===== src/rtl/tsbus_oe_sequencer.sv =====
// Output-enable sequencer for N tri-state pad drivers sharing one net: oe is one-hot or zero,
// round-robin arbitration with a hold limit and TURN idle cycles between owners; req->oe is 1 cycle.
module tsbus_oe_sequencer #(
   parameter int N_DRV    = 4,
   parameter int TURN     = 1,
   parameter int MAX_HOLD = 8,
   localparam int OW      = (N_DRV > 1) ? $clog2(N_DRV) : 1
) (
   input  logic             i_clk,
   input  logic             i_rst_n,
   input  logic [N_DRV-1:0] i_req,
   output logic [N_DRV-1:0] o_oe,
   output logic [OW-1:0]    o_owner,
   output logic             o_bus_busy,
   output logic             o_preempt,
   output logic [15:0]      o_grant_cnt
);

   typedef enum logic [1:0] {S_IDLE, S_OWN, S_TURN} state_t;

   localparam logic [7:0]    HOLD_LAST = 8'(MAX_HOLD - 1);
   localparam logic [3:0]    TURN_LOAD = 4'(TURN - 1);
   localparam logic [OW-1:0] LAST_IDX  = OW'(N_DRV - 1);

   state_t           r_state;
   state_t           w_state_nxt;
   logic [N_DRV-1:0] r_oe;
   logic [N_DRV-1:0] w_oe_nxt;
   logic [OW-1:0]    r_owner;
   logic [OW-1:0]    w_owner_nxt;
   logic [OW-1:0]    r_rr_ptr;
   logic [OW-1:0]    w_rr_nxt;
   logic [OW-1:0]    w_win_idx;
   logic [7:0]       r_hold_cnt;
   logic [7:0]       w_hold_nxt;
   logic [3:0]       r_turn_cnt;
   logic [3:0]       w_turn_nxt;
   logic             r_busy;
   logic             r_preempt;
   logic             w_preempt_nxt;
   logic             w_win_vld;
   logic             w_grant;
   logic             w_release;
   logic             w_other_req;
   logic [N_DRV-1:0] w_own_mask;
   logic [15:0]      r_grant_cnt;
   logic [15:0]      w_grant_cnt_nxt;
   int               w_idx;

   // Round-robin search: first requester at or above rr_ptr, wrapping.
   always_comb begin
      w_win_vld = 1'b0;
      w_win_idx = '0;
      w_idx     = 0;
      for (int k = 0; k < N_DRV; k++) begin
         w_idx = int'(r_rr_ptr) + k;
         if (w_idx >= N_DRV) begin
            w_idx = w_idx - N_DRV;
         end
         if (!w_win_vld && i_req[w_idx]) begin
            w_win_vld = 1'b1;
            w_win_idx = OW'(w_idx);
         end
      end
   end

   assign w_own_mask  = N_DRV'(1) << r_owner;
   assign w_other_req = |(i_req & ~w_own_mask);

   always_comb begin
      w_state_nxt   = r_state;
      w_oe_nxt      = r_oe;
      w_owner_nxt   = r_owner;
      w_rr_nxt      = r_rr_ptr;
      w_hold_nxt    = r_hold_cnt;
      w_turn_nxt    = r_turn_cnt;
      w_preempt_nxt = 1'b0;
      w_grant       = 1'b0;
      w_release     = 1'b0;

      case (r_state)
         S_IDLE: begin
            w_grant = w_win_vld;
         end
         S_OWN: begin
            // A voluntary drop wins over the hold limit, so no preempt pulse then.
            if (!i_req[r_owner]) begin
               w_release = 1'b1;
            end else if (r_hold_cnt == HOLD_LAST && w_other_req) begin
               w_release     = 1'b1;
               w_preempt_nxt = 1'b1;
            end else if (r_hold_cnt != HOLD_LAST) begin
               w_hold_nxt = r_hold_cnt + 8'd1;
            end
         end
         S_TURN: begin
            if (r_turn_cnt != 4'd0) begin
               w_turn_nxt = r_turn_cnt - 4'd1;
            end else if (w_win_vld) begin
               w_grant = 1'b1;
            end else begin
               w_state_nxt = S_IDLE;
            end
         end
         default: begin
            w_state_nxt = S_IDLE;
            w_oe_nxt    = '0;
         end
      endcase

      if (w_grant) begin
         w_state_nxt = S_OWN;
         w_owner_nxt = w_win_idx;
         w_oe_nxt    = N_DRV'(1) << w_win_idx;
         w_hold_nxt  = 8'd0;
      end

      if (w_release) begin
         w_state_nxt = S_TURN;
         w_oe_nxt    = '0;
         w_rr_nxt    = (r_owner == LAST_IDX) ? '0 : r_owner + OW'(1);
         w_turn_nxt  = TURN_LOAD;
      end
   end

   assign w_grant_cnt_nxt = (w_grant && r_grant_cnt != 16'hFFFF) ? r_grant_cnt + 16'd1
                                                                  : r_grant_cnt;

   always_ff @(posedge i_clk or negedge i_rst_n) begin
      if (!i_rst_n) begin
         r_state     <= S_IDLE;
         r_oe        <= '0;
         r_owner     <= '0;
         r_rr_ptr    <= '0;
         r_hold_cnt  <= 8'd0;
         r_turn_cnt  <= 4'd0;
         r_busy      <= 1'b0;
         r_preempt   <= 1'b0;
         r_grant_cnt <= 16'd0;
      end else begin
         r_state     <= w_state_nxt;
         r_oe        <= w_oe_nxt;
         r_owner     <= w_owner_nxt;
         r_rr_ptr    <= w_rr_nxt;
         r_hold_cnt  <= w_hold_nxt;
         r_turn_cnt  <= w_turn_nxt;
         r_busy      <= (w_state_nxt == S_OWN);
         r_preempt   <= w_preempt_nxt;
         r_grant_cnt <= w_grant_cnt_nxt;
      end
   end

   assign o_oe        = r_oe;
   assign o_owner     = r_owner;
   assign o_bus_busy  = r_busy;
   assign o_preempt   = r_preempt;
   assign o_grant_cnt = r_grant_cnt;

endmodule

===== config.mk =====
export PLATFORM = sky130hd
export DESIGN_NAME = tsbus_oe_sequencer
export DESIGN_NICKNAME = d
export VERILOG_FILES = /design/src/rtl/tsbus_oe_sequencer.sv
export SDC_FILE = /design/constraint.sdc
export NUM_CORES = 1
export LEC_CHECK = 0
export ABC_CLOCK_PERIOD_IN_PS = 5900
export CORE_MARGIN = 3
export CORE_UTILIZATION = 58
export CTS_CLUSTER_DIAMETER = 30
export DETAILED_ROUTE_END_ITERATION = 10
export GPL_ROUTABILITY_DRIVEN = 1
export PLACE_DENSITY_LB_ADDON = 0.12
export RECOVER_POWER = 25
export SETUP_SLACK_MARGIN = 0.02
export SYNTH_ARGS = -nofsm -noshare
export SYNTH_HDL_FRONTEND = slang
export SYNTH_SLANG_ARGS = --single-unit

===== constraint.sdc =====
create_clock -name i_clk -period 5.9 [get_ports i_clk]
set_input_delay 0.885 -clock i_clk [delete_from_list [all_inputs] [get_ports i_clk]]
set_output_delay 0.885 -clock i_clk [all_outputs]
set_load 0.005 [all_outputs]

==> results.toml <==
[status]
status = "complete, but fails checks"
violations = "max-capacitance violations, max-slew violations"

[layout]
fillerInstances = 253
drive_gt1_frac = 0.0786
layout.cells.non_filler = 273
syn2layout_area_growth_pct = 19.1
layout.nets = 241
fin_util = 0.761
diodes = 0

[synth]
synthDistinctLibCells = 44
netlist_area_mm2 = 0.00205
syn_nets = 212
ys_seq_area_frac = 0.489
async_reset_ff_frac = 1.00
netlist_instances = 199
avgSynthCellArea_um2 = 10.3
yosys_register_bits = 40
synth_ff_type = "dfrtp_1"
synth_top_area_frac = 0.489
yosysMostFrequentCell = "dfrtp_1"
synth_common_cells = "40 x dfrtp_1, 25 x nand2_1, 18 x xnor2_1"
ys_warn_count = 0
synth_area_leaders = "dfrtp_1 49%, xnor2_1 7.7%, nand2_1 4.6%"
synth_enable_flop_cells = 0
yosysTopAreaCell = "dfrtp_1"

[placed_design]
portBuffers = 29
place_congestion = 0.840
hpwl_mm = 2.99
place_inst = 265

[power]
power_leakage_nw = 1.04
seq_power_share = 0.424
internal_power_mw = 0.648
powerDensity_mw_per_mm2 = 419
p_switching_mw = 0.374
p_sw_frac = 0.366
power_frac_comb = 0.395
p_clk_frac = 0.181
worst_ir_drop_vdd_v = 0.000293

[clock_tree]
root_buffer = "clkbuf_4"
clk_latency_ps = 350
cts_buffer_depth = 2
clkTransAtPathRegs_ps = 130
cts_sinks = 40
cts_buffers = 5
htree_levels = 2
cts_setup_buffers = 0
hold_buffers = 0
cts_tree = "yes"
cts_resized = 0

[setup_path]
cp_max_fo = 16
crit_family = "compound AO/OA/AOI/OAI gates"
slowest_delay_ps = 530
arrival_ps = 2920
cp-start-kind = "input pin"
setup.worst_path.class = "input pin to flop"
cp.required_ps = 6150
crit_chain = "clkdlybuf4s50_1 > nor4_1 > a211o_1 > a31oi_1 > mux2_2"
cp_slowest_cell = "nor4_1"
end_kind = "flop"
cp.buffers_inverters = 1
reg2reg_slack_ps = 3390

[route]
drc = 0
drtIter0Drc = 76
avgRoutedWirePerCell_um = 15.2
first_pass_iters = 4
vias = 1558
ant_nets = 0
viasPerCell = 5.71
drt-total-wl_mm = 4.15

[flow_run]
cap_violations = 1

[global_route]
use_met3 = 0.0462
grt-ovfl-total = 0
grt.busiest_layer = "met2"
grt_max_degree = 41
grt_first_pass_wirelength_mm = 7.31
antenna_found_initial = 0
grt_util_met2 = 0.389
grt_usage = 0.224
grt_pass1_vias = 1645
met1_usage = 0.265

[worst_hold_path]
hp-class = "flop to flop"

[timing]
slew_headroom = -0.363
setup_violations = 0
finalSetupTns_ps = 0
whs_ps = 501
tightest_slew_ps = 2040
finalClockSkew_ps = 13.5
slew_viol_final = 41
period_share = 0.454
rsz0062_at_grt = "false"
max_freq_mhz = 374
fin_crit_ps = 2680
finalHoldViolCount = 0

[floorplanning]
die_area_mm2 = 0.00428
io_pins = 30
start_util = 0.639
core_area_mm2 = 0.00320
die_y_um = 65.4
die_x_um = 65.4
num_rows = 20
==> power groups by stage <==
stage / Clock [mW] / Sequential [mW] / Combinational [mW]
final: 0.185 / 0.433 / 0.404
after global routing: 0.203 / 0.447 / 0.447
after CTS: 0.189 / 0.433 / 0.408
after detailed placement: 0 / 0.438 / 0.404
after global placement: 0 / 0.431 / 0.387
after floorplan: 0 / 0.419 / 0.259
==> path summary, 6_finish.rpt <==
path | end | from | cells after the start
setup / recovery | o_grant_cnt[1] | i_req[0] | 5
hold / removal | o_grant_cnt[10] | o_grant_cnt[10] | 1
setup reg to reg | o_grant_cnt[1] | r_turn_cnt[0] | 6
hold reg to reg | o_grant_cnt[10] | o_grant_cnt[10] | 1
max in group asynchronous | r_hold_cnt[4] | i_rst_n | 1
min in group asynchronous | r_rr_ptr[0] | i_rst_n | 1
==> metal layers <==
metal	part of all wire	vias to the layer above
li1	-	755
met1	0.44	756
met5	0	-
met3	0.035	12
met2	0.50	35
met4	0.025	0
==> worst reg2reg max path, cell delays in order (launching register included) <==
cell and delay (ps):
dfrtp_1 430, inv_1 70, ha_1 150, or3b_1 420
a211o_1 500, a31oi_1 450, mux2_2 390
==> flip-flops by register name, summed over array words and instances (netlist names) <==
name / count
o_grant_cnt: 16
r_state: 2
r_rr_ptr: 2
o_oe: 4
r_turn_cnt: 4
o_preempt: 1
o_bus_busy: 1
r_hold_cnt: 8
o_owner: 2
==> layout make-up <==
class / count / area, um2 / area share
clock buffer: 5 / 37.5 / 0.0154
clock inverter: 3 / 47.5 / 0.0195
inverter: 7 / 26.3 / 0.0108
multi-input combinational: 145 / 987 / 0.405
sequential: 40 / 1000 / 0.410
tap: 44 / 55.1 / 0.0226
timing repair buffer: 29 / 284 / 0.116
==> stage by stage <==
stage	power [mW]	cell area, um2	worst slack [ps]
final	1.02	2440	3220
after global routing	1.10	2440	3060
after CTS	1.03	2440	3240
after detailed placement	0.842	2350	2880
after global placement	0.818	2350	2950
after floorplan	0.678	2050	3740
==> layout by cell type (no fill, tap or decap), types with 2 or more instances in the layout <==
cell type | netlist | layout
nor2_1 | 15 | 15
ha_1 | 7 | 7
clkinv_4 | 0 | 2
xnor2_1 | 18 | 18
xor2_1 | 4 | 4
a21oi_1 | 4 | 4
o22ai_1 | 2 | 2
nand4_1 | 6 | 6
mux2_4 | 2 | 2
nor4_1 | 2 | 2
dfrtp_1 | 40 | 40
o21a_1 | 2 | 2
clkdlybuf4s50_1 | 0 | 28
o21ai_0 | 6 | 6
nand2_1 | 25 | 25
and3b_1 | 2 | 2
nor3_1 | 6 | 6
and3_1 | 3 | 3
mux2i_1 | 4 | 4
inv_1 | 7 | 7
nand3_1 | 11 | 11
clkbuf_4 | 0 | 5
nand2b_1 | 5 | 5
==> cells by family (layout without fill, tap and decap cells) <==
logic type                 count (synthesis)  in the layout  share of synthesized area
buffers and inverters                     14             44                     0.0293
and+or+nand+nor                           83             83                      0.205
AOI/OAI and AO/OA                         25             25                     0.0898
xor gates and xnor gates                  22             22                     0.0941
muxes                                      8              8                     0.0507
DFF                                       40             40                      0.489
adders and majority gates                  7              7                     0.0428
No activity file was read; power rests on OpenSTA's default activity.
